### src/rtl/alu_op_sequencer_if.sv
// alu_op_sequencer_if
// Bundles the command handshake, the operand/result bus to the combinational
// operation units, the response handshake and the error flag/clear pair.
// master : the sequencer (drives cmd_ready, op_*, rsp_* results, flag_err)
// slave  : the environment (drives commands, unit results, rsp_ready, err_clr)
interface alu_op_sequencer_if #(
  parameter int WIDTH = 4
);
  logic             cmd_valid;
  logic             cmd_ready;
  logic [1:0]       cmd_op;
  logic [WIDTH-1:0] cmd_a;
  logic [WIDTH-1:0] cmd_b;

  logic [WIDTH-1:0] op_in1;
  logic [WIDTH-1:0] op_in2;
  logic [1:0]       op_sel;
  logic             op_en;
  logic [WIDTH-1:0] op_out;
  logic             op_z;
  logic             op_cf;

  logic             rsp_valid;
  logic             rsp_ready;
  logic [WIDTH-1:0] rsp_res;
  logic             rsp_z;
  logic             rsp_cf;

  logic             flag_err;
  logic             err_clr;

  modport master (
    input  cmd_valid, cmd_op, cmd_a, cmd_b,
    input  op_out, op_z, op_cf,
    input  rsp_ready, err_clr,
    output cmd_ready, op_in1, op_in2, op_sel, op_en,
    output rsp_valid, rsp_res, rsp_z, rsp_cf, flag_err
  );

  modport slave (
    output cmd_valid, cmd_op, cmd_a, cmd_b,
    output op_out, op_z, op_cf,
    output rsp_ready, err_clr,
    input  cmd_ready, op_in1, op_in2, op_sel, op_en,
    input  rsp_valid, rsp_res, rsp_z, rsp_cf, flag_err
  );
endinterface

### src/rtl/alu_op_sequencer.sv
// alu_op_sequencer
// Initiator for the ALU operation units: accepts one command, drives the
// operands for SETTLE cycles, captures result/flags, returns them over a
// valid/ready response and keeps a sticky zero-flag consistency error.
// Ports:
//   clk   : rising-edge clock
//   rst_n : asynchronous active-low reset
//   bus   : alu_op_sequencer_if.master (command, unit bus, response, error)
// Parameters:
//   WIDTH  : operand/result width
//   SETTLE : cycles operands are driven before capture (1..15)
module alu_op_sequencer #(
  parameter int WIDTH  = 4,
  parameter int SETTLE = 1
) (
  input  logic                  clk,
  input  logic                  rst_n,
  alu_op_sequencer_if.master    bus
);

  typedef enum logic [1:0] {
    IDLE  = 2'd0,
    DRIVE = 2'd1,
    RESP  = 2'd2
  } state_t;

  localparam logic [3:0] SETTLE_M1 = 4'(SETTLE - 1);

  state_t           state;
  logic [3:0]       cnt;
  logic             capture;
  logic             op_out_zero;

  function automatic logic is_zero(input logic [WIDTH-1:0] v);
    return (v == '0);
  endfunction

  // Capture edge is the last DRIVE cycle; unit inputs are only looked at here.
  assign capture     = (state == DRIVE) && (cnt == 4'd0);
  assign op_out_zero = is_zero(bus.op_out);

  // Handshake/enable outputs decode straight from the state register.
  assign bus.cmd_ready = (state == IDLE);
  assign bus.op_en     = (state == DRIVE);
  assign bus.rsp_valid = (state == RESP);

  always_ff @(posedge clk or negedge rst_n) begin
    if (!rst_n) begin
      state        <= IDLE;
      cnt          <= 4'd0;
      bus.op_in1   <= '0;
      bus.op_in2   <= '0;
      bus.op_sel   <= 2'd0;
      bus.rsp_res  <= '0;
      bus.rsp_z    <= 1'b0;
      bus.rsp_cf   <= 1'b0;
      bus.flag_err <= 1'b0;
    end else begin
      // A mismatch on the capture edge takes priority over a clear.
      if (capture && (bus.op_z != op_out_zero)) begin
        bus.flag_err <= 1'b1;
      end else if (bus.err_clr) begin
        bus.flag_err <= 1'b0;
      end

      case (state)
        IDLE: begin
          if (bus.cmd_valid) begin
            bus.op_in1 <= bus.cmd_a;
            bus.op_in2 <= bus.cmd_b;
            bus.op_sel <= bus.cmd_op;
            cnt        <= SETTLE_M1;
            state      <= DRIVE;
          end
        end
        DRIVE: begin
          if (cnt != 4'd0) begin
            cnt <= cnt - 4'd1;
          end else begin
            // Zero flag is recomputed locally; the unit's OP_Z only feeds the check.
            bus.rsp_res <= bus.op_out;
            bus.rsp_cf  <= bus.op_cf;
            bus.rsp_z   <= op_out_zero;
            state       <= RESP;
          end
        end
        RESP: begin
          if (bus.rsp_ready) begin
            state <= IDLE;
          end
        end
        default: state <= IDLE;
      endcase
    end
  end

endmodule

### src/flat_wrapper.sv
// flat-port wrapper written by rule: the top's interface ports become plain ports
module alu_op_sequencer_flat 
#(
  parameter int WIDTH  = 4,
  parameter int SETTLE = 1
)
  (clk, rst_n, bus_cmd_valid, bus_cmd_op, bus_cmd_a, bus_cmd_b, bus_op_out, bus_op_z, bus_op_cf, bus_rsp_ready, bus_err_clr, bus_cmd_ready, bus_op_in1, bus_op_in2, bus_op_sel, bus_op_en, bus_rsp_valid, bus_rsp_res, bus_rsp_z, bus_rsp_cf, bus_flag_err);
  alu_op_sequencer_if #(.WIDTH(WIDTH)) bus_i ();
  input  logic clk;
  input  logic rst_n;
  input wire logic [$bits(bus_i.cmd_valid)-1:0] bus_cmd_valid;
  input wire logic [$bits(bus_i.cmd_op)-1:0] bus_cmd_op;
  input wire logic [$bits(bus_i.cmd_a)-1:0] bus_cmd_a;
  input wire logic [$bits(bus_i.cmd_b)-1:0] bus_cmd_b;
  input wire logic [$bits(bus_i.op_out)-1:0] bus_op_out;
  input wire logic [$bits(bus_i.op_z)-1:0] bus_op_z;
  input wire logic [$bits(bus_i.op_cf)-1:0] bus_op_cf;
  input wire logic [$bits(bus_i.rsp_ready)-1:0] bus_rsp_ready;
  input wire logic [$bits(bus_i.err_clr)-1:0] bus_err_clr;
  output wire logic [$bits(bus_i.cmd_ready)-1:0] bus_cmd_ready;
  output wire logic [$bits(bus_i.op_in1)-1:0] bus_op_in1;
  output wire logic [$bits(bus_i.op_in2)-1:0] bus_op_in2;
  output wire logic [$bits(bus_i.op_sel)-1:0] bus_op_sel;
  output wire logic [$bits(bus_i.op_en)-1:0] bus_op_en;
  output wire logic [$bits(bus_i.rsp_valid)-1:0] bus_rsp_valid;
  output wire logic [$bits(bus_i.rsp_res)-1:0] bus_rsp_res;
  output wire logic [$bits(bus_i.rsp_z)-1:0] bus_rsp_z;
  output wire logic [$bits(bus_i.rsp_cf)-1:0] bus_rsp_cf;
  output wire logic [$bits(bus_i.flag_err)-1:0] bus_flag_err;
  assign bus_i.cmd_valid = bus_cmd_valid;
  assign bus_i.cmd_op = bus_cmd_op;
  assign bus_i.cmd_a = bus_cmd_a;
  assign bus_i.cmd_b = bus_cmd_b;
  assign bus_i.op_out = bus_op_out;
  assign bus_i.op_z = bus_op_z;
  assign bus_i.op_cf = bus_op_cf;
  assign bus_i.rsp_ready = bus_rsp_ready;
  assign bus_i.err_clr = bus_err_clr;
  assign bus_cmd_ready = bus_i.cmd_ready;
  assign bus_op_in1 = bus_i.op_in1;
  assign bus_op_in2 = bus_i.op_in2;
  assign bus_op_sel = bus_i.op_sel;
  assign bus_op_en = bus_i.op_en;
  assign bus_rsp_valid = bus_i.rsp_valid;
  assign bus_rsp_res = bus_i.rsp_res;
  assign bus_rsp_z = bus_i.rsp_z;
  assign bus_rsp_cf = bus_i.rsp_cf;
  assign bus_flag_err = bus_i.flag_err;
  alu_op_sequencer #(.WIDTH(WIDTH), .SETTLE(SETTLE)) u_core (.clk(clk), .rst_n(rst_n), .bus(bus_i));
endmodule
### config.mk
export PLATFORM = sky130hd
export DESIGN_NAME = alu_op_sequencer_flat
export DESIGN_NICKNAME = d
export VERILOG_FILES = /design/src/rtl/alu_op_sequencer_if.sv /design/src/rtl/alu_op_sequencer.sv /design/src/flat_wrapper.sv
export SDC_FILE = /design/constraint.sdc
export NUM_CORES = 1
export LEC_CHECK = 0
export CAP_MARGIN = 20
export CORE_MARGIN = 2
export CORE_UTILIZATION = 35
export DETAILED_ROUTE_END_ITERATION = 12
export GPL_ROUTABILITY_DRIVEN = 0
export PLACE_DENSITY = 0.77
export SLEW_MARGIN = 20
export SYNTH_ARGS = -nofsm -noshare
export SYNTH_HDL_FRONTEND = slang
export SYNTH_SLANG_ARGS = --single-unit
### constraint.sdc
create_clock -name clk -period 1.7 [get_ports clk]
set_clock_uncertainty 0.05 [all_clocks]
set_input_delay 0.17 -clock clk [delete_from_list [all_inputs] [get_ports clk]]
set_output_delay 0.17 -clock clk [all_outputs]
set_load 0.03 [all_outputs]
==> results of run 1 <==
-- stage by stage --
stage                     std cells  util (%)  setup TNS [ps]  cell area (sq um)  hold WS (ps)
after floorplan                  72         -               0                997          -176
after global placement          144      52.2               0               1430           438
after detailed placement        144      52.2           -36.9               1430           443
after CTS                       148      53.2               0               1460           139
after global routing            148      53.3               0               1460           168
final                           148      53.3               0               1460           144
-- cells in the final DEF, fill, tap and decap left out, drive strengths merged, types with 2 or more instances in the layout --
cell / netlist / routed
mux2: 16 / 16
nor3: 2 / 2
nand2: 5 / 5
clkbuf: 0 / 4
mux2i: 3 / 3
dfrtp: 23 / 23
clkdlybuf4s50: 0 / 37
buf: 2 / 3
nor4: 2 / 2
inv: 5 / 5
o21ai: 3 / 3
nor2: 2 / 2
-- power breakdown --
group          switching (mW)  leakage, nW  total, mW  internal [mW]
clock                   0.156       0.0177      0.243         0.0879
combinational           0.899        0.366       1.75          0.852
sequential              0.187        0.279       1.00          0.818
-- sequential cells by signal (all words and copies together), names as in the netlist --
name,count
u_core.state,2
u_core.bus.op_in2,4
u_core.bus.rsp_res,4
u_core.bus.rsp_cf,1
u_core.bus.flag_err,1
u_core.cnt,4
u_core.bus.op_sel,2
u_core.bus.rsp_z,1
u_core.bus.op_in1,4
-- path summary, 6_finish.rpt --
kind / from / to
hold reg to reg: u_core.cnt[0]$_DFFE_PN0P_ / u_core.cnt[0]$_DFFE_PN0P_
setup reg to reg: u_core.cnt[0]$_DFFE_PN0P_ / u_core.cnt[1]$_DFFE_PN0P_
hold / removal: rst_n / u_core.cnt[2]$_DFFE_PN0P_
max in group asynchronous: rst_n / u_core.bus.op_in2[1]$_DFFE_PN0P_
min in group clk: bus_rsp_ready / u_core.state[1]$_DFFE_PN0P_
setup / recovery: u_core.bus.op_in2[3]$_DFFE_PN0P_ / bus_op_in2[3]
-- layer usage --
layer / vias up / track usage, % / routed length (um)
met5: - / 0 / 0
met4: 0 / 4.98 / 29
met3: 4 / 4.76 / 180
met2: 32 / 22.1 / 957
met1: 339 / 16.5 / 799
li1: 337 / - / -
-- timing repair --
item                                    4_1_cts  5_1_grt
setup buffers                                 0        0
gates resized for setup                       5        3
endpoints found under the setup margin        4       10
-- cells by family (layout without fill, tap and decap cells) --
group,Yosys count,in the layout
flip-flops,23,23
multiplexers,19,19
adder cells (fa/ha/maj),1,1
XOR/XNOR,1,1
buffers and inverters,7,52
AO/OA/AOI/OAI,5,5
AND/OR/NAND/NOR,16,16
-- layout make-up --
cell class | instances | area [sq um] | area share, %
inverters | 5 | 18.8 | 1.29
multi-input cells | 42 | 379 | 26.0
clock buffers | 3 | 22.5 | 1.55
clock inverters | 1 | 5.00 | 0.344
repair buffers | 43 | 417 | 28.6
well taps | 31 | 38.8 | 2.66
flip-flops and latches | 23 | 576 | 39.5
-- worst reg2reg max path, stage by stage (launching register included) --
cell      delay (ps)
dfrtp_1          400
inv_1             60
ha_1             220
nor3b_2          170
buf_4            140
nand2b_1         170
a31o_2           250
==> qor.txt, run 1 <==
Yosys warns -> 0
Synth Area in Adders -> 1.25%
Initial core utilization -> 36.5%
DIE AREA -> 3290 sq um
# hold bufs at CTS -> 0
DR iter-0 viols -> 6
Post-synthesis mux area share -> 23.3%
Main combinational cell family by area after synthesis -> multiplexers
Fmax -> 627 MHz
Yosys reg bits -> 23
Main flop type after synthesis -> dfrtp_1
Clock Tree Root -> clkbuf_4
Worst slew pin tran -> 496 ps
Synth Net Count -> 94
Cell Rows -> 19
Top-count cell post-synth -> dfrtp_1
Largest net degree at the start of global routing -> 24
First-pass GRT wire length -> 3390 um
Core area -> 2730 sq um
DR vias -> 712
DR WL/cell -> 13.3 um
Leak Pwr -> 0.663 nW
IO buf count -> 40
Detailed-route vias per instance -> 4.81
Die height -> 57.4 um
I/O pin cnt -> 41
CP Data Arrival Time -> 1380 ps
Worst Setup Slack, final -> 105 ps
Post-Synth XOR/XNOR Area -> 0.878%
Worst hold path type -> input pin to asynchronous set/reset pin
Number of global-route vias before repair -> 778
Fin crit share -> 93.8%
Pre-CTS setup slack -> -14.5 ps
Count of different cell masters after synthesis -> 21
Remaining routing DRC violations -> 0
Kind of cell adding the most delay to the critical path -> buffers and inverters
Synthesized cell area -> 997 sq um
Layout cells sized above 1 -> 23.9%
Post-route minimum period -> 1600 ps
Commonest cells in the netlist -> dfrtp_1, mux2_2, mux2_4
GR Util All Layers -> 13.5%
Critical Path Start Type -> flip-flop
Sequential-to-total area share from yosys stat -> 57.7%
Number of H-tree levels -> 1
Crit path buf inv count -> 1
Total CTS buffers -> 3
Synthesis-to-layout area growth -> 46.0%
CTS sink count -> 23
Max-slew headroom -> 66.6%
Area share of the largest cell type after synthesis -> 57.7%
1st-pass router iterations -> 4
# diodes -> 0
Status -> complete, no violations
CP max stage delay -> 680 ps
Post-Synth Simple-Gate Area -> 8.78%
WP data required -> 1480 ps
Mapped Cells -> 72
Syn Area/Cell -> 13.9 sq um
P per Cell Area -> 2060 nW/um^2
Unrepaired setup endpoints after global routing -> false
WS Path Type -> flip-flop to primary output
Final setup viols -> 0
# fillers -> 244
Slew Limit Fails -> 0
Clk buf depth -> 2
Stages on the worst setup path -> 1
Slowest stage cell, crit path -> clkdlybuf4s50_1
Initial antenna violation count -> 0
Largest area contributor in the netlist -> dfrtp_1
R2R Setup Slk -> 140 ps
Final WL -> 1970 um
Share of async-settable or async-resettable flops after synthesis -> 100%
Clock transition at the registers of the reported paths -> 120 ps
Total power -> 3.00 mW
Top post-synthesis cells by area -> dfrtp_1, mux2_2, mux2_4
Die width -> 57.4 um
Largest fanout on the critical path -> 2
Grt total ovfl -> 0
DPL Wire Length -> 1520 um
Nets@finish -> 140
Max-cap violations -> 0
Post-DRT Antenna Nets -> 0
Post-synth EDFFs -> 0
Hold Violations, Final -> 0
CTS tree -> done
Clk_lat worst skew -> 310 ps
Post-synthesis compound-gate area fraction -> 3.01%
CP Cell Sequence -> clkdlybuf4s50_1
IR drop worst, VDD -> 1.17 mV
R2R depth -> 6
Crit. End Element -> primary output
Note: power is estimated with default switching activity, not from simulation.
==> inputs of run 2 (changes only) <==
SKIP_LAST_GASP = 1   (was default)
==> results of run 2 <==
Same layout as run 1: the final DEF is identical, and so are final timing and power.
Main changes from that run: number of gates resized after CTS 5 -> 4
